[config.mk]
export PLATFORM = sky130hd
export DESIGN_NAME = polymul_job_ctrl_flat
export DESIGN_NICKNAME = d
export VERILOG_FILES = /design/src/rtl/polymul_job_ctrl_if.sv /design/src/rtl/polymul_job_ctrl.sv /design/src/flat_wrapper.sv
export SDC_FILE = /design/constraint.sdc
export NUM_CORES = 1
export LEC_CHECK = 0
export CAP_MARGIN = 10
export CORE_ASPECT_RATIO = 1.2
export CORE_MARGIN = 2
export CORE_UTILIZATION = 40
export DETAILED_ROUTE_END_ITERATION = 7
export PLACE_DENSITY = 0.79
export SYNTH_ARGS = -nofsm -noshare
export SYNTH_HDL_FRONTEND = slang
export SYNTH_SLANG_ARGS = --single-unit
[constraint.sdc]
create_clock -name clk -period 8.1 [get_ports clk]
set_clock_uncertainty 0.2 [all_clocks]
set_input_delay 0.81 -clock clk [delete_from_list [all_inputs] [get_ports clk]]
set_output_delay 0.81 -clock clk [all_outputs]
set_load 0.02 [all_outputs]
[src/rtl/polymul_job_ctrl_if.sv]
// Bundles the command, status, DMA-stream and core-side signals of the polymul job controller.
// The slave modport is the controller's view; the master modport is its environment.
interface polymul_job_ctrl_if #(
  parameter int CYC_W = 32
);
  logic             start;
  logic             abort;
  logic [9:0]       cfg_n;
  logic [1:0]       cfg_q;
  logic             busy;
  logic             done;
  logic             err;
  logic [2:0]       err_code;
  logic [CYC_W-1:0] cycles;
  logic [31:0]      s_tdata;
  logic             s_tvalid;
  logic             s_tlast;
  logic             s_tready;
  logic [12:0]      core_in_poly_1;
  logic [1:0]       core_in_poly_2;
  logic             core_in_valid;
  logic             core_in_ready;
  logic [12:0]      core_out;
  logic             core_out_valid;
  logic             core_out_ready;
  logic             core_done;
  logic [9:0]       core_poly_n;
  logic [1:0]       core_poly_q;
  logic             core_soft_rst;
  logic [31:0]      m_tdata;
  logic             m_tvalid;
  logic             m_tready;
  logic             m_tlast;

  modport slave (
    input  start, abort, cfg_n, cfg_q,
    output busy, done, err, err_code, cycles,
    input  s_tdata, s_tvalid, s_tlast,
    output s_tready,
    output core_in_poly_1, core_in_poly_2, core_in_valid,
    input  core_in_ready,
    input  core_out, core_out_valid, core_done,
    output core_out_ready, core_poly_n, core_poly_q, core_soft_rst,
    output m_tdata, m_tvalid, m_tlast,
    input  m_tready
  );

  modport master (
    output start, abort, cfg_n, cfg_q,
    input  busy, done, err, err_code, cycles,
    output s_tdata, s_tvalid, s_tlast,
    input  s_tready,
    input  core_in_poly_1, core_in_poly_2, core_in_valid,
    output core_in_ready,
    output core_out, core_out_valid, core_done,
    input  core_out_ready, core_poly_n, core_poly_q, core_soft_rst,
    input  m_tdata, m_tvalid, m_tlast,
    output m_tready
  );
endinterface

[src/rtl/polymul_job_ctrl.sv]
// Job sequencer between the AXI-stream DMA ports and the polymul core: gates n input beats,
// forwards n result beats with a self-generated tlast, checks core alignment, times the job.
module polymul_job_ctrl #(
  parameter int N_MAX = 821,
  parameter int CYC_W = 32
) (
  input  logic               clk,
  input  logic               resetn,
  polymul_job_ctrl_if.slave  bus
);

  typedef enum logic [1:0] {
    ST_IDLE     = 2'd0,
    ST_LOAD     = 2'd1,
    ST_WAIT_OUT = 2'd2,
    ST_UNLOAD   = 2'd3
  } state_t;

  localparam logic [9:0] N_MAX_C = 10'(N_MAX);

  state_t           state_q, state_d;
  logic [9:0]       n_q, n_d;
  logic [1:0]       q_q, q_d;
  logic [9:0]       in_cnt_q, in_cnt_d;
  logic [9:0]       out_cnt_q, out_cnt_d;
  logic             err_q, err_d;
  logic [2:0]       err_code_q, err_code_d;
  logic             done_q, done_d;
  logic [CYC_W-1:0] cycles_q, cycles_d;
  logic [1:0]       srst_cnt_q, srst_cnt_d;

  logic       cfg_ok_s;
  logic [9:0] n_m1_s;
  logic       in_beat_s;
  logic       in_last_s;
  logic       out_beat_s;
  logic       out_last_s;
  logic       unused_s;

  function automatic logic [CYC_W-1:0] sat_inc(input logic [CYC_W-1:0] v);
    if (&v) begin
      return v;
    end else begin
      return v + {{(CYC_W-1){1'b0}}, 1'b1};
    end
  endfunction

  assign cfg_ok_s   = (bus.cfg_n != 10'd0) && (bus.cfg_n <= N_MAX_C);
  assign n_m1_s     = n_q - 10'd1;
  assign in_beat_s  = (state_q == ST_LOAD) && bus.s_tvalid && bus.core_in_ready;
  assign in_last_s  = (in_cnt_q == n_m1_s);
  assign out_beat_s = (state_q == ST_UNLOAD) && bus.core_out_valid && bus.m_tready;
  assign out_last_s = (out_cnt_q == n_m1_s);

  // Handshake pass-through is combinational so the stream sees no extra latency.
  always_comb begin
    bus.s_tready       = 1'b0;
    bus.core_in_valid  = 1'b0;
    bus.core_out_ready = 1'b0;
    bus.m_tvalid       = 1'b0;
    bus.m_tlast        = 1'b0;
    case (state_q)
      ST_LOAD: begin
        bus.core_in_valid = bus.s_tvalid;
        bus.s_tready      = bus.core_in_ready;
      end
      ST_UNLOAD: begin
        bus.m_tvalid       = bus.core_out_valid;
        bus.core_out_ready = bus.m_tready;
        bus.m_tlast        = out_last_s && bus.core_out_valid;
      end
      default: begin
        bus.s_tready = 1'b0;
      end
    endcase
  end

  // Next-state, counters, error flags and job timer.
  always_comb begin
    state_d    = state_q;
    n_d        = n_q;
    q_d        = q_q;
    in_cnt_d   = in_cnt_q;
    out_cnt_d  = out_cnt_q;
    err_d      = err_q;
    err_code_d = err_code_q;
    done_d     = 1'b0;
    cycles_d   = cycles_q;
    srst_cnt_d = (srst_cnt_q == 2'd0) ? 2'd0 : (srst_cnt_q - 2'd1);

    if (state_q != ST_IDLE) begin
      cycles_d = sat_inc(cycles_q);
    end else begin
      cycles_d = cycles_q;
    end

    if ((state_q != ST_IDLE) && bus.abort) begin
      state_d    = ST_IDLE;
      srst_cnt_d = 2'd2;
    end else begin
      case (state_q)
        ST_IDLE: begin
          if (bus.start && cfg_ok_s) begin
            n_d        = bus.cfg_n;
            q_d        = bus.cfg_q;
            err_d      = 1'b0;
            err_code_d = 3'b000;
            cycles_d   = {CYC_W{1'b0}};
            in_cnt_d   = 10'd0;
            out_cnt_d  = 10'd0;
            state_d    = ST_LOAD;
          end else if (bus.start) begin
            err_d         = 1'b1;
            err_code_d[0] = 1'b1;
          end else begin
            state_d = ST_IDLE;
          end
        end
        ST_LOAD: begin
          if (in_beat_s) begin
            in_cnt_d = in_cnt_q + 10'd1;
            if (bus.s_tlast && !in_last_s) begin
              err_d         = 1'b1;
              err_code_d[1] = 1'b1;
            end else begin
              err_d = err_q;
            end
            if (in_last_s) begin
              state_d = ST_WAIT_OUT;
            end else begin
              state_d = ST_LOAD;
            end
          end else begin
            state_d = ST_LOAD;
          end
        end
        ST_WAIT_OUT: begin
          if (bus.core_out_valid) begin
            state_d = ST_UNLOAD;
          end else begin
            state_d = ST_WAIT_OUT;
          end
        end
        ST_UNLOAD: begin
          if (out_beat_s) begin
            out_cnt_d = out_cnt_q + 10'd1;
            if (bus.core_done != out_last_s) begin
              err_d         = 1'b1;
              err_code_d[2] = 1'b1;
            end else begin
              err_d = err_q;
            end
            // The timer already includes the done cycle when done becomes visible.
            if (out_last_s) begin
              done_d   = 1'b1;
              cycles_d = sat_inc(sat_inc(cycles_q));
              state_d  = ST_IDLE;
            end else begin
              state_d = ST_UNLOAD;
            end
          end else begin
            state_d = ST_UNLOAD;
          end
        end
        default: begin
          state_d = ST_IDLE;
        end
      endcase
    end
  end

  // State and status registers.
  always_ff @(posedge clk or negedge resetn) begin
    if (!resetn) begin
      state_q    <= ST_IDLE;
      n_q        <= 10'd0;
      q_q        <= 2'd0;
      in_cnt_q   <= 10'd0;
      out_cnt_q  <= 10'd0;
      err_q      <= 1'b0;
      err_code_q <= 3'b000;
      done_q     <= 1'b0;
      cycles_q   <= {CYC_W{1'b0}};
      srst_cnt_q <= 2'd0;
    end else begin
      state_q    <= state_d;
      n_q        <= n_d;
      q_q        <= q_d;
      in_cnt_q   <= in_cnt_d;
      out_cnt_q  <= out_cnt_d;
      err_q      <= err_d;
      err_code_q <= err_code_d;
      done_q     <= done_d;
      cycles_q   <= cycles_d;
      srst_cnt_q <= srst_cnt_d;
    end
  end

  assign bus.busy           = (state_q != ST_IDLE);
  assign bus.done           = done_q;
  assign bus.err            = err_q;
  assign bus.err_code       = err_code_q;
  assign bus.cycles         = cycles_q;
  assign bus.core_poly_n    = n_q;
  assign bus.core_poly_q    = q_q;
  assign bus.core_soft_rst  = (srst_cnt_q != 2'd0);
  assign bus.core_in_poly_1 = bus.s_tdata[12:0];
  assign bus.core_in_poly_2 = bus.s_tdata[17:16];
  assign bus.m_tdata        = {19'd0, bus.core_out};
  assign unused_s           = ^{bus.s_tdata[31:18], bus.s_tdata[15:13]};

endmodule

[src/flat_wrapper.sv]
// flat-port wrapper written by rule: the top's interface ports become plain ports
module polymul_job_ctrl_flat 
#(
  parameter int N_MAX = 821,
  parameter int CYC_W = 32
)
  (clk, resetn, bus_start, bus_abort, bus_cfg_n, bus_cfg_q, bus_busy, bus_done, bus_err, bus_err_code, bus_cycles, bus_s_tdata, bus_s_tvalid, bus_s_tlast, bus_s_tready, bus_core_in_poly_1, bus_core_in_poly_2, bus_core_in_valid, bus_core_in_ready, bus_core_out, bus_core_out_valid, bus_core_done, bus_core_out_ready, bus_core_poly_n, bus_core_poly_q, bus_core_soft_rst, bus_m_tdata, bus_m_tvalid, bus_m_tlast, bus_m_tready);
  polymul_job_ctrl_if #(.CYC_W(CYC_W)) bus_i ();
  input  logic clk;
  input  logic resetn;
  input wire logic [$bits(bus_i.start)-1:0] bus_start;
  input wire logic [$bits(bus_i.abort)-1:0] bus_abort;
  input wire logic [$bits(bus_i.cfg_n)-1:0] bus_cfg_n;
  input wire logic [$bits(bus_i.cfg_q)-1:0] bus_cfg_q;
  output wire logic [$bits(bus_i.busy)-1:0] bus_busy;
  output wire logic [$bits(bus_i.done)-1:0] bus_done;
  output wire logic [$bits(bus_i.err)-1:0] bus_err;
  output wire logic [$bits(bus_i.err_code)-1:0] bus_err_code;
  output wire logic [$bits(bus_i.cycles)-1:0] bus_cycles;
  input wire logic [$bits(bus_i.s_tdata)-1:0] bus_s_tdata;
  input wire logic [$bits(bus_i.s_tvalid)-1:0] bus_s_tvalid;
  input wire logic [$bits(bus_i.s_tlast)-1:0] bus_s_tlast;
  output wire logic [$bits(bus_i.s_tready)-1:0] bus_s_tready;
  output wire logic [$bits(bus_i.core_in_poly_1)-1:0] bus_core_in_poly_1;
  output wire logic [$bits(bus_i.core_in_poly_2)-1:0] bus_core_in_poly_2;
  output wire logic [$bits(bus_i.core_in_valid)-1:0] bus_core_in_valid;
  input wire logic [$bits(bus_i.core_in_ready)-1:0] bus_core_in_ready;
  input wire logic [$bits(bus_i.core_out)-1:0] bus_core_out;
  input wire logic [$bits(bus_i.core_out_valid)-1:0] bus_core_out_valid;
  input wire logic [$bits(bus_i.core_done)-1:0] bus_core_done;
  output wire logic [$bits(bus_i.core_out_ready)-1:0] bus_core_out_ready;
  output wire logic [$bits(bus_i.core_poly_n)-1:0] bus_core_poly_n;
  output wire logic [$bits(bus_i.core_poly_q)-1:0] bus_core_poly_q;
  output wire logic [$bits(bus_i.core_soft_rst)-1:0] bus_core_soft_rst;
  output wire logic [$bits(bus_i.m_tdata)-1:0] bus_m_tdata;
  output wire logic [$bits(bus_i.m_tvalid)-1:0] bus_m_tvalid;
  output wire logic [$bits(bus_i.m_tlast)-1:0] bus_m_tlast;
  input wire logic [$bits(bus_i.m_tready)-1:0] bus_m_tready;
  assign bus_i.start = bus_start;
  assign bus_i.abort = bus_abort;
  assign bus_i.cfg_n = bus_cfg_n;
  assign bus_i.cfg_q = bus_cfg_q;
  assign bus_busy = bus_i.busy;
  assign bus_done = bus_i.done;
  assign bus_err = bus_i.err;
  assign bus_err_code = bus_i.err_code;
  assign bus_cycles = bus_i.cycles;
  assign bus_i.s_tdata = bus_s_tdata;
  assign bus_i.s_tvalid = bus_s_tvalid;
  assign bus_i.s_tlast = bus_s_tlast;
  assign bus_s_tready = bus_i.s_tready;
  assign bus_core_in_poly_1 = bus_i.core_in_poly_1;
  assign bus_core_in_poly_2 = bus_i.core_in_poly_2;
  assign bus_core_in_valid = bus_i.core_in_valid;
  assign bus_i.core_in_ready = bus_core_in_ready;
  assign bus_i.core_out = bus_core_out;
  assign bus_i.core_out_valid = bus_core_out_valid;
  assign bus_i.core_done = bus_core_done;
  assign bus_core_out_ready = bus_i.core_out_ready;
  assign bus_core_poly_n = bus_i.core_poly_n;
  assign bus_core_poly_q = bus_i.core_poly_q;
  assign bus_core_soft_rst = bus_i.core_soft_rst;
  assign bus_m_tdata = bus_i.m_tdata;
  assign bus_m_tvalid = bus_i.m_tvalid;
  assign bus_m_tlast = bus_i.m_tlast;
  assign bus_i.m_tready = bus_m_tready;
  polymul_job_ctrl #(.N_MAX(N_MAX), .CYC_W(CYC_W)) u_core (.clk(clk), .resetn(resetn), .bus(bus_i));
endmodule
==> results.cfg, run 1 <==
[logic_synthesis]
async_flop_share_pct = 100
ys_top_cells_by_area = sky130_fd_sc_hd__dfrtp_1, sky130_fd_sc_hd__buf_4, sky130_fd_sc_hd__nand2_1
gate_count_post_synth = 851
synth_cell_types = 76
synth.avg_cell_area_um2 = 7.77
synth_seq_area_share_pct = 27.6
yosysMostFrequentCell = sky130_fd_sc_hd__nand2_1
yosysWarnings = 0
synth_ff_type = sky130_fd_sc_hd__dfrtp_1
ys_ff_latch = 73
yosysTopAreaCellShare_pct = 27.6
synth.cell_area_um2 = 6610
post-synth-top-area-cell = sky130_fd_sc_hd__dfrtp_1
count_of_flip_flops_with_a_built_in_enable_after_synthesis = 0
ys_top_cells_by_count = sky130_fd_sc_hd__nand2_1, sky130_fd_sc_hd__nor2_1, sky130_fd_sc_hd__dfrtp_1, sky130_fd_sc_hd__nand3_1, sky130_fd_sc_hd__buf_4

[flow_run]
drv_cap = 0

[global_routing]
first_global_vias = 6257
gr-total-overflow = 0
initial_antenna_violation_count = 0
global_route_wire_length_before_repair_um = 32200
maximum_number_of_pins_on_one_net_before_global_route_repair = 74
grt.total_usage_pct = 23.2

[pwr]
power_density_nw_per_um2 = 235
power.total_mw = 1.76
total_leakage_power_nw = 2.83
ir_drop_uv = 109

[die]
floorplan.die.width_um = 121
coreArea_um2 = 16200
top_level_ports = 170
starting_density_of_the_core_pct = 40.8
die_height_um = 145
num_rows = 51
dieArea_um2 = 17600

[final_layout]
fill_cells = 1625
area_growth_pct = 13.3
utilization_pct = 46.2
number_of_antenna_repair_diodes = 0
drive_above_1_share_pct = 5.63
fin_nets = 942

[placement]
place_congestion = 0.974
detailed_place_hpwl_um = 14800
placement.io_buffers = 77

[cts]
cts_repair_resize_count = 0
cts_hold_repair.buffers = 0
cts_post_setup_buffers_inserted = 0
cts.root.buffer_cell = sky130_fd_sc_hd__clkbuf_16
cts_made_buffers = 9
clock_sink_count = 73
clock_latency_ns = 0.36
clkSlewWorstSetupHoldPaths_ns = 0.06
clock_tree.htree_level_count = 3
clockBufferDepth = 2
cts_tree = yes

[worst_hold_path]
worstHoldPathType = flop to flop
hold_path.startpoint = u_core.srst_cnt_q[0]$_DFF_PN0_

[sta]
worst-slew-pin-transition_ns = 1.00
hold_violations = 0
final.min_clock_period_ns = 5.82
finalSetupViolCount = 0
timing.final.max_slew_violations = 0
rsz0062_at_grt = no
fmax_ghz = 0.172
period_share_pct = 71.8
totalNegativeSetupSlack_ns = 0
slew-limit-headroom_pct = 33.2

[worst_setup_path]
crit_path_max_fanout = 12
cp.required_ns = 8.17
critical_path.endpoint_type = flop
worstSetupStartpointType = flop
setup.worst_path.class = flop to flop
timing.critical_path.from = u_core.bus.cycles[0]$_DFF_PN0_
critical_path_arrival_ns = 5.88
rr_startpoint = u_core.bus.cycles[0]$_DFF_PN0_

[drt]
drt-wirelength-per-cell_um = 18.9
drt_first_pass_iters = 8
route.detailed.vias_per_inst = 6.22
via_count = 6729
route.detailed.drc = 0
finalWirelength_um = 20500
drt-initial-drc-count = 780
route.antenna.remaining_nets = 0

[outcome]
outcome = finished, final reports clean
-- cells in the final DEF (no fill, tap or decap), drive strengths merged, types with 5 or more instances in the layout --
master         instances
a2111oi                7
a211oi                 8
a21oi                 42
a22oi                  7
a311oi                 5
a31oi                 15
and2                  11
and3                  16
and4                   7
clkbuf                 9
clkdlybuf4s50         76
conb                  19
dfrtp                 73
ha                    10
inv                   16
mux2                  11
mux2i                  6
nand2                 92
nand2b                 9
nand3                 52
nand4                 19
nor2                  81
nor2b                 10
nor3                  22
nor4                  21
o211ai                 5
o21ai                 54
o31ai                 10
or2                    9
or3                    5
xnor2                 39
xor2                  25
-- flip-flops by register name, indices dropped and copies added, names as in the netlist --
name,cells
u_core.bus.cycles,32
u_core.bus.core_poly_n,10
u_core.in_cnt_q,10
u_core.out_cnt_q,10
u_core.bus.err_code,3
u_core.bus.core_poly_q,2
u_core.srst_cnt_q,2
u_core.state_q,2
u_core.bus.done,1
u_core.bus.err,1
-- power by group --
group / internal [mW] / total [mW] / switching, mW
clock: 0.245 / 0.439 / 0.194
sequential: 0.424 / 0.540 / 0.116
combinational: 0.324 / 0.779 / 0.455
total: 0.993 / 1.76 / 0.764
-- worst max-delay path, cell delays in order, from the launching register on --
cell	delay, ns
sky130_fd_sc_hd__dfrtp_1	0.58
sky130_fd_sc_hd__ha_1	0.46
sky130_fd_sc_hd__and4_1	0.48
sky130_fd_sc_hd__nand4_1	0.32
sky130_fd_sc_hd__nor3_1	0.61
sky130_fd_sc_hd__nand2_1	0.12
sky130_fd_sc_hd__nand2_1	0.12
sky130_fd_sc_hd__ha_1	0.23
sky130_fd_sc_hd__nand2b_1	0.10
sky130_fd_sc_hd__a211oi_1	0.75
sky130_fd_sc_hd__and3_1	0.45
sky130_fd_sc_hd__nand3_1	0.19
sky130_fd_sc_hd__nor3b_1	0.55
sky130_fd_sc_hd__nand3b_1	0.16
sky130_fd_sc_hd__xnor2_1	0.17
sky130_fd_sc_hd__o31ai_1	0.23
-- path summary, 6_finish.rpt --
| path | end | slack (ns) | cells past startpoint |
|---|---|---|---|
| worst max-delay path | u_core.bus.cycles[26]$_DFF_PN0_ | 2.28 | 15 |
| worst min-delay path | u_core.srst_cnt_q[0]$_DFF_PN0_ | 0.25 | 1 |
| worst max register to register | u_core.bus.cycles[26]$_DFF_PN0_ | 2.28 | 15 |
| worst min register to register | u_core.srst_cnt_q[0]$_DFF_PN0_ | 0.25 | 1 |
| max in group asynchronous | u_core.bus.cycles[16]$_DFF_PN0_ | 6.67 | 1 |
| min in group asynchronous | u_core.in_cnt_q[7]$_DFFE_PN0P_ | 0.40 | 1 |
-- per-stage QoR --
step                      setup WS (ns)  instances  hold WS (ns)  instance area [um2]
after global routing               1.94       1082         0.268                 7490
after floorplan                    3.90        869         0.224                 6680
final                              2.28       1082         0.250                 7490
after detailed placement           2.49       1066         0.243                 7180
after global placement             2.62       1066         0.233                 7180
after CTS                          2.47       1082         0.251                 7490
-- layer usage --
metal | part of all wire, % | GRT usage, %
met4 | 5.2 | 13.6
met5 | 0 | 0
met2 | 48 | 39.6
met3 | 6.6 | 3.45
met1 | 40 | 27.9
-- cell type report --
| cell class | instances | area [um2] | area share (%) |
|---|---|---|---|
| Clock buffer | 9 | 225 | 3.01 |
| Clock inverter | 7 | 83.8 | 1.12 |
| Inverter | 13 | 48.8 | 0.652 |
| Multi-Input combinational cell | 688 | 4250 | 56.7 |
| Sequential cell | 73 | 1830 | 24.4 |
| Tap cell | 212 | 265 | 3.54 |
| Timing Repair Buffer | 80 | 791 | 10.6 |
-- cell families (layout without fill, tap and decap cells) --
group           Yosys count  after routing  share of synthesized area, %
compound gates          202            202                          20.3
xor+xnor                 65             65                          8.84
fa+ha+maj                10             10                          1.89
buf+inv                 108            109                          9.12
flops                    73             73                          27.6
mux                      17             17                          2.78
other cells               1             19                        0.0567
simple gates            375            375                          29.4
Power figures use the tool's default switching activity.
==> run 2, diff against run 1 <==
--- a/config.mk
+++ b/config.mk
@@ -10,7 +10,7 @@
 export CORE_MARGIN = 2
 export CORE_UTILIZATION = 40
 export DETAILED_ROUTE_END_ITERATION = 7
-export PLACE_DENSITY = 0.79
+export PLACE_DENSITY = 0.81
 export SYNTH_ARGS = -nofsm -noshare
 export SYNTH_HDL_FRONTEND = slang
 export SYNTH_SLANG_ARGS = --single-unit
==> constraint.sdc (replaced) <==
create_clock -name clk -period 5.1 [get_ports clk]
set_clock_uncertainty 0.2 [all_clocks]
set_input_delay 0.51 -clock clk [delete_from_list [all_inputs] [get_ports clk]]
set_output_delay 0.51 -clock clk [all_outputs]
set_load 0.02 [all_outputs]
==> results.cfg, run 2 (synthesis gave the netlist of run 1 again) <==
[placement]
detailed_place_hpwl_um = 15000
placement.io_buffers = 77
place_congestion = 0.957
pre_cts_slack_ns = 0.483
placement_stage_cell_area_um2 = 7310

[die]
floorplan.die.width_um = 121
top_level_ports = 170
dieArea_um2 = 17600
starting_density_of_the_core_pct = 40.8
coreArea_um2 = 16200
num_rows = 51
die_height_um = 145

[drt]
finalWirelength_um = 20600
route.antenna.remaining_nets = 0
drt-initial-drc-count = 843
dr_wl_met2_um = 10000
route.met3.wl_um = 1410
drt-wirelength-per-cell_um = 18.8
routed.top_layer = met4
via_count = 6700
route.detailed.drc = 0
route.detailed.vias_per_inst = 6.10
drt_first_pass_iters = 6
routedLengthMet1_um = 8410

[worst_setup_path]
timing.critical_path.from = u_core.bus.cycles[1]$_DFF_PN0_
crit_path_max_fanout = 12
critical_path_arrival_ns = 4.72
reg2reg_slack_ns = 0.40
cp.required_ns = 5.12
worstSetupStartpointType = flop
setup.worst_path.class = flop to flop
critical_path.endpoint_type = flop
rr_startpoint = u_core.bus.cycles[1]$_DFF_PN0_

[cts]
cts_repair_resize_count = 0
cts_hold_repair.buffers = 0
cts_made_buffers = 9
cts_post_setup_buffers_inserted = 0
clock_latency_ns = 0.36
clockBufferDepth = 2
clock_sink_count = 73
cts.root.buffer_cell = sky130_fd_sc_hd__clkbuf_16
cts_tree = yes
clock_tree.htree_level_count = 3
clkSlewWorstSetupHoldPaths_ns = 0.07

[sta]
rsz0062_at_grt = no
totalNegativeSetupSlack_ns = 0
timing.final.max_slew_violations = 0
slew-limit-headroom_pct = 36.3
worst-slew-pin-transition_ns = 0.955
fmax_ghz = 0.213
final_critical_path_setup_slack_ns = 0.398
period_share_pct = 92.2
finalSetupViolCount = 0
final.min_clock_period_ns = 4.70
hold_violations = 0

[global_routing]
first_global_vias = 6302
grt.total_usage_pct = 23.7
global_route_wire_length_before_repair_um = 32900
initial_antenna_violation_count = 0
gr-total-overflow = 0
maximum_number_of_pins_on_one_net_before_global_route_repair = 74

[final_layout]
layout.cells.most_common = sky130_fd_sc_hd__nand2_1
layout.cells.most_common_list = sky130_fd_sc_hd__nand2_1, sky130_fd_sc_hd__nor2_1, sky130_fd_sc_hd__clkdlybuf4s50_1
fin_nets = 959
area_growth_pct = 15.0
number_of_flip_flops_under_the_largest_register_name = 32
design_area_final_um2 = 7600
drive_above_1_share_pct = 7.44
number_of_antenna_repair_diodes = 0
utilization_pct = 46.9
fill_cells = 1639

[pwr]
ir_drop_uv = 147
total_leakage_power_nw = 2.91
power.total_mw = 2.78
power_density_nw_per_um2 = 366

[flow_run]
drv_cap = 0

[worst_hold_path]
worstHoldPathType = input port to asynchronous set/reset pin

[outcome]
outcome = finished, final reports clean
[run 2: cell count changes in the layout (fill, tap and decap cells not counted)]
cell | previous run | this run
sky130_fd_sc_hd__buf_4 | 4 | 21
sky130_fd_sc_hd__bufinv_16 | 1 | 0
sky130_fd_sc_hd__clkinv_4 | 1 | 0
sky130_fd_sc_hd__clkinvlp_4 | 1 | 0
sky130_fd_sc_hd__inv_6 | 3 | 5
sky130_fd_sc_hd__inv_8 | 1 | 2
[run 2: layout make-up]
cell class	instances	area (um2)	area share, %
inverter	13	48.8	0.642
sequential	73	1830	24.0
multi-input combinational	688	4250	55.9
clock buffer	9	225	2.96
tap	212	265	3.49
clock inverter	7	66.3	0.873
timing repair buffer	97	918	12.1
[run 2: per-stage QoR]
stage	instances	hold slack (ns)
final	1099	0.103
after global routing	1099	0.184
after CTS	1099	0.142
after detailed placement	1083	0.243
after global placement	1083	0.234
after floorplan	869	0.0144
[run 2: path summary, 6_finish.rpt]
check	end	depth (start not counted)
min in group clk	u_core.srst_cnt_q[0]$_DFF_PN0_	1
max in group asynchronous	u_core.bus.cycles[16]$_DFF_PN0_	1
setup / recovery	u_core.bus.cycles[7]$_DFF_PN0_	18
setup reg to reg	u_core.bus.cycles[7]$_DFF_PN0_	18
hold / removal	u_core.bus.core_poly_n[4]$_DFFE_PN0P_	1
hold reg to reg	u_core.srst_cnt_q[0]$_DFF_PN0_	1
[run 2: metal layers]
layer | GRT usage [%] | vias up
met2 | 39.5 | 324
met3 | 4.58 | 66
li1 | - | 3115
met4 | 11.5 | 0
met5 | 0 | -
met1 | 29.3 | 3195
[run 2: report_power, final]
part | switching (mW) | internal, mW
combinational | 0.743 | 0.532
clock | 0.308 | 0.346
sequential | 0.179 | 0.674
[run 2: critical path, stage by stage, from the launching register on]
cell                       delay, ns
sky130_fd_sc_hd__dfrtp_1        0.45
sky130_fd_sc_hd__ha_1           0.41
sky130_fd_sc_hd__and4_1         0.29
sky130_fd_sc_hd__buf_4          0.18
sky130_fd_sc_hd__nand4_1        0.24
sky130_fd_sc_hd__nor3_1         0.27
sky130_fd_sc_hd__buf_4          0.19
sky130_fd_sc_hd__nand2_1        0.05
sky130_fd_sc_hd__nand2_1        0.10
sky130_fd_sc_hd__ha_1           0.24
sky130_fd_sc_hd__nand2b_1       0.10
sky130_fd_sc_hd__a211oi_1       0.33
sky130_fd_sc_hd__buf_4          0.20
sky130_fd_sc_hd__nand3_1        0.07
sky130_fd_sc_hd__nor3_1         0.30
sky130_fd_sc_hd__nand3_1        0.42
sky130_fd_sc_hd__nand4_1        0.26
sky130_fd_sc_hd__xor2_1         0.15
sky130_fd_sc_hd__o21ai_0        0.10
==> run 3, diff against run 2 <==
--- a/config.mk
+++ b/config.mk
@@ -10,7 +10,7 @@
 export CORE_MARGIN = 2
 export CORE_UTILIZATION = 40
 export DETAILED_ROUTE_END_ITERATION = 7
-export PLACE_DENSITY = 0.81
+export PLACE_DENSITY_LB_ADDON = 0.05
 export SYNTH_ARGS = -nofsm -noshare
 export SYNTH_HDL_FRONTEND = slang
 export SYNTH_SLANG_ARGS = --single-unit
==> results.cfg, run 3 (synthesis gave the netlist of run 1 again) <==
[cts]
cts_made_buffers = 9
cts_post_setup_buffers_inserted = 0
clockBufferDepth = 2
cts_repair_resize_count = 0
cts_hold_repair.buffers = 0
clock_tree.htree_level_count = 3
clock_sink_count = 73
cts.root.buffer_cell = sky130_fd_sc_hd__clkbuf_16
clkSlewWorstSetupHoldPaths_ns = 0.06
clock_latency_ns = 0.35
cts_tree = yes

[outcome]
outcome = finished, final reports clean

[global_routing]
maximum_number_of_pins_on_one_net_before_global_route_repair = 74
first_global_vias = 6478
grt.total_usage_pct = 25.3
gr-total-overflow = 0
global_route_wire_length_before_repair_um = 34800
initial_antenna_violation_count = 0

[drt]
routedLengthMet1_um = 9060
finalWirelength_um = 21900
drt-wirelength-per-cell_um = 19.8
via_count = 6585
routed.top_layer = met4
route.detailed.vias_per_inst = 5.94
route.met3.wl_um = 1070
drt_first_pass_iters = 5
dr_wl_met2_um = 11000
drt-initial-drc-count = 633
route.antenna.remaining_nets = 0
route.detailed.drc = 0

[worst_setup_path]
end_of_the_worst_register_to_register_path = u_core.bus.cycles[22]$_DFF_PN0_
cp.required_ns = 5.14
critical_path_arrival_ns = 4.56
setup.worst_path.class = flop to flop
crit_path_max_fanout = 12
critical_path.endpoint_type = flop
ff_to_ff_path_depth = 15
reg2reg_slack_ns = 0.58
worstSetupStartpointType = flop
rr_startpoint = u_core.bus.cycles[1]$_DFF_PN0_

[final_layout]
number_of_flip_flops_under_the_largest_register_name = 32
fill_cells = 1653
layout.cells.most_common = sky130_fd_sc_hd__nand2_1
layout.cells.most_common_list = sky130_fd_sc_hd__nand2_1, sky130_fd_sc_hd__nor2_1, sky130_fd_sc_hd__clkdlybuf4s50_1
number_of_antenna_repair_diodes = 0
fin_nets = 968
drive_above_1_share_pct = 8.26
area_growth_pct = 16.0

[worst_hold_path]
worstHoldPathType = input port to asynchronous set/reset pin

[sta]
hold_violations = 0
totalNegativeSetupSlack_ns = 0
final.min_clock_period_ns = 4.52
finalSetupViolCount = 0
fmax_ghz = 0.221
final_critical_path_setup_slack_ns = 0.580
timing.final.max_slew_violations = 0
worst-slew-pin-transition_ns = 0.991
period_share_pct = 88.6
rsz0062_at_grt = no
slew-limit-headroom_pct = 33.9

[placement]
placement.io_buffers = 77
pre_cts_slack_ns = 0.636
detailed_place_hpwl_um = 16300
place_congestion = 0.946

[flow_run]
drv_cap = 0

[die]
top_level_ports = 170
coreArea_um2 = 16200
starting_density_of_the_core_pct = 40.8
die_height_um = 145
num_rows = 51
floorplan.die.width_um = 121
dieArea_um2 = 17600

[pwr]
power_density_nw_per_um2 = 362
ir_drop_uv = 152
power.total_mw = 2.78
total_leakage_power_nw = 2.95
==> run 3: how the worst max path moves through the flow <==
stage | start | end | slack (ns) | cells past startpoint
finish | u_core.bus.cycles[1]$_DFF_PN0_ | u_core.bus.cycles[22]$_DFF_PN0_ | 0.58 | 15
global route | u_core.bus.core_poly_n[0]$_DFFE_PN0P_ | u_core.bus.cycles[1]$_DFF_PN0_ | 0.20 | 13
CTS | u_core.bus.core_poly_n[0]$_DFFE_PN0P_ | u_core.bus.cycles[1]$_DFF_PN0_ | 0.62 | 13
detailed placement | u_core.bus.core_poly_n[0]$_DFFE_PN0P_ | u_core.bus.cycles[16]$_DFF_PN0_ | 0.64 | 13
global placement | u_core.bus.cycles[1]$_DFF_PN0_ | u_core.bus.cycles[0]$_DFF_PN0_ | 0.76 | 17
floorplan | u_core.bus.cycles[1]$_DFF_PN0_ | u_core.bus.cycles[26]$_DFF_PN0_ | 0.90 | 18
==> run 3: layout make-up <==
class | instances | area (um2) | share of cell area (%)
Multi-Input combinational cell | 688 | 4250 | 55.4
Sequential cell | 73 | 1830 | 23.8
Timing Repair Buffer | 106 | 986 | 12.9
Tap cell | 212 | 265 | 3.46
Clock buffer | 10 | 229 | 2.99
Clock inverter | 6 | 65.1 | 0.848
Inverter | 13 | 48.8 | 0.636
==> run 3: metal layers <==
metal / GRT usage [%] / vias up
li1: - / 3124
met1: 30.3 / 3172
met2: 44.8 / 236
met3: 3.29 / 53
met4: 12.2 / 0
met5: 0 / -
==> run 3: per-stage QoR <==
step	std cells	hold slack (ns)	util, %	cell area [um2]
after CTS	1108	0.174	47.3	7670
final	1108	0.129	47.3	7670
after global routing	1108	0.221	47.3	7670
after detailed placement	1092	0.250	45.5	7380
after floorplan	869	0.0144	-	6680
after global placement	1092	0.235	45.5	7380
==> run 3: worst max-delay path, stage by stage (launching register included) <==
cell and delay [ns]:
sky130_fd_sc_hd__dfrtp_1 0.45, sky130_fd_sc_hd__ha_1 0.42, sky130_fd_sc_hd__and4_1 0.37, sky130_fd_sc_hd__nand4_1 0.20, sky130_fd_sc_hd__nor3_1 0.19, sky130_fd_sc_hd__buf_4 0.19, sky130_fd_sc_hd__nand2_1 0.06, sky130_fd_sc_hd__nand2_1 0.12
sky130_fd_sc_hd__ha_1 0.23, sky130_fd_sc_hd__nand2b_1 0.10, sky130_fd_sc_hd__a211oi_1 0.37, sky130_fd_sc_hd__and3_1 0.32, sky130_fd_sc_hd__nand3_1 0.17, sky130_fd_sc_hd__a2111oi_0 0.63, sky130_fd_sc_hd__xor2_1 0.15, sky130_fd_sc_hd__o31ai_1 0.24
==> run 3: power breakdown <==
group / total (mW) / internal [mW] / leakage [nW] / switching (mW)
clock: 0.659 / 0.381 / 0.143 / 0.278
combinational: 1.26 / 0.527 / 1.84 / 0.734
sequential: 0.856 / 0.675 / 0.974 / 0.181
total: 2.78 / 1.58 / 2.95 / 1.19
==> patch: new RTL, settings of run 2 <==
`CYC_W` is set to 32 in 3 places; all go to 28.
--- a/src/rtl/polymul_job_ctrl_if.sv
+++ b/src/rtl/polymul_job_ctrl_if.sv
@@ -1,7 +1,7 @@
 // Bundles the command, status, DMA-stream and core-side signals of the polymul job controller.
 // The slave modport is the controller's view; the master modport is its environment.
 interface polymul_job_ctrl_if #(
-  parameter int CYC_W = 32
+  parameter int CYC_W = 28
 );
   logic             start;
   logic             abort;
--- a/src/rtl/polymul_job_ctrl.sv
+++ b/src/rtl/polymul_job_ctrl.sv
@@ -2,7 +2,7 @@
 // forwards n result beats with a self-generated tlast, checks core alignment, times the job.
 module polymul_job_ctrl #(
   parameter int N_MAX = 821,
-  parameter int CYC_W = 32
+  parameter int CYC_W = 28
 ) (
   input  logic               clk,
   input  logic               resetn,
--- a/src/flat_wrapper.sv
+++ b/src/flat_wrapper.sv
@@ -2,7 +2,7 @@
 module polymul_job_ctrl_flat 
 #(
   parameter int N_MAX = 821,
-  parameter int CYC_W = 32
+  parameter int CYC_W = 28
 )
   (clk, resetn, bus_start, bus_abort, bus_cfg_n, bus_cfg_q, bus_busy, bus_done, bus_err, bus_err_code, bus_cycles, bus_s_tdata, bus_s_tvalid, bus_s_tlast, bus_s_tready, bus_core_in_poly_1, bus_core_in_poly_2, bus_core_in_valid, bus_core_in_ready, bus_core_out, bus_core_out_valid, bus_core_done, bus_core_out_ready, bus_core_poly_n, bus_core_poly_q, bus_core_soft_rst, bus_m_tdata, bus_m_tvalid, bus_m_tlast, bus_m_tready);
   polymul_job_ctrl_if #(.CYC_W(CYC_W)) bus_i ();
Ports: changed (resized bus_cycles); port bits go from 170 to 166. The function was not compared with the original's and may differ.
==> patch against run 2 <==
  * Combinational power shrank 24%
  * Routed wire length fell by 1.4%
  * Die area increased by 0.59%
  * Area after synthesis up 0.61%
  * Worst setup slack gained 0.32 ns
  * Power is 12% lower
  * Sequential cell count is 4 lower
  * Design area is 0.74% lower
  * Critical path type unchanged
  * Critical endpoint is now u_core.bus.cycles[15]
==> patch: results (changes against run 2) <==
Worst path top cell family by delay simple AND/OR/NAND/NOR gates; Synth Instances 862 (+1.3%); CP peak stage delay 0.60 ns (+0.15 ns); HP Class in2async; root buffer cell clkbuf_16; DRT iter0 DRCs 716 (-15%); Inst Count DP 1089 (+0.55%); routed len/inst 18.44 um (-1.8%); flop2flop setup slack 0.72 ns (+0.32 ns); # resized after CTS 0 (unchanged); filler cell count 1647 (+0.49%); Unique masters post-synth 84 (+11%); ranking of synthesized cells by area dfrtp_1, nand2_1, buf_4, xnor2_1, o21ai_0; H-tree depth 3 (unchanged); first-pass GRT wire length 32470 um (-1.3%); largest net degree at the start of global routing 70 (-5.4%); Reg-to-Reg Start u_core.bus.cycles[0]; Placer Congestion 0.9667 (+0.99%); worst hold slack 0.07334 ns (-0.02983 ns); max reg flops 28 (-13%); Seq pwr share 31.7% (+1.0 points); number of synthesized flops with an enable pin 0 (unchanged); DP Area 7228 um2 (-1.1%); Sw Pwr 966.2 uW (-21%); vias in the first global route 6245 (-0.90%); Comb power 961 uW (-24%); CTS max path bufs 2 (unchanged); Clock Latency Late Sink 0.35 ns; status finished, final reports clean; Post-CTS Setup Inserts 0 (unchanged); ANT cells 0 (unchanged); Num CTS Buffers 9 (unchanged); Max transition margin 37.57% (+1.3 points); number of detailed-route iterations in the first pass 5 (-1); DRT Wirelength 20360 um (-1.4%); Yosys Warn Count 0 (unchanged); R2R cell count 15 (-3); capturing point of the worst reg2reg path u_core.bus.cycles[15]; Final nets 965 (+0.63%); Via density 6.149 (+0.85%); Max stage delay cell, worst path or4_1; total track usage 22.94% (-0.72 points); antenna violations before repair 0 (unchanged); most common library cells after synthesis nand2_1, dfrtp_1, nor2_1; CP Max Fanout 9 (-3); ys flop type dfrtp_1; share of cells above drive strength 1 7.960% (+0.52 points); Port Buffers 73 (-5.2%); clk slew on worst S/H paths 0.06 ns; share of async-settable or async-resettable flops after synthesis 100.0% (unchanged); DP Worst Slack 0.7768 ns (+0.2939 ns); leak pwr 0.002912 uW (about the same); hpwl dp 14720 um (-1.8%); sequential fraction of the synthesis area 25.96% (-1.7 points); Max IR drop VDD 178.0 uV (+21%)
-- patch: routing by layer --
| metal | track usage (%) | vias up | wire [um] |
|---|---|---|---|
| met2 | 37.72 | 384 | 9933 |
| met4 | 10.46 | 0 | 688 |
| met1 | 28.86 | 3228 | 8039 |
| met3 | 4.324 | 58 | 1694 |
| li1 | - | 3118 | - |
| met5 | 0 | - | 0 |
-- patch: worst max path at each step --
stage	startpoint	to	slack, ns	cells after the start
2_1_floorplan	u_core.bus.cycles[1]	u_core.bus.cycles[15]	0.84	16
3_5_place_dp	u_core.bus.cycles[0]	u_core.bus.cycles[15]	0.78	15
5_1_grt	u_core.bus.cycles[3]	u_core.bus.cycles[17]	0.46	13
6_report	u_core.bus.cycles[0]	u_core.bus.cycles[15]	0.72	15
3_3_place_gp	u_core.bus.cycles[0]	u_core.bus.cycles[15]	0.85	15
4_1_cts	u_core.bus.cycles[2]	u_core.bus.cycles[15]	0.77	14
-- patch: kinds of logic after synthesis --
kind of cell | synth area share [%]
other cells | 0.05638
xor+xnor | 6.678
buf+inv | 10.16
flops | 25.96
fa+ha+maj | 1.881
simple gates | 29.80
mux | 1.580
compound gates | 23.89
-- patch: per-stage QoR --
| step | total power, uW | utilization [%] |
|---|---|---|
| final | 2436 | 46.36 |
| after global routing | 2568 | 46.36 |
| after CTS | 2431 | 46.36 |
| after detailed placement | 1725 | 44.42 |
| after global placement | 1702 | 44.42 |
| after floorplan | 1428 | - |
-- patch: area by class of cell --
type | instances | area, um2 | area share [%]
clock buffer | 11 | 242.7 | 3.218
tap | 212 | 265.3 | 3.516
sequential | 69 | 1727 | 22.89
clock inverter | 4 | 72.57 | 0.9620
inverter | 19 | 71.32 | 0.9454
timing repair buffer | 89 | 848.3 | 11.25
multi-input combinational | 700 | 4317 | 57.22
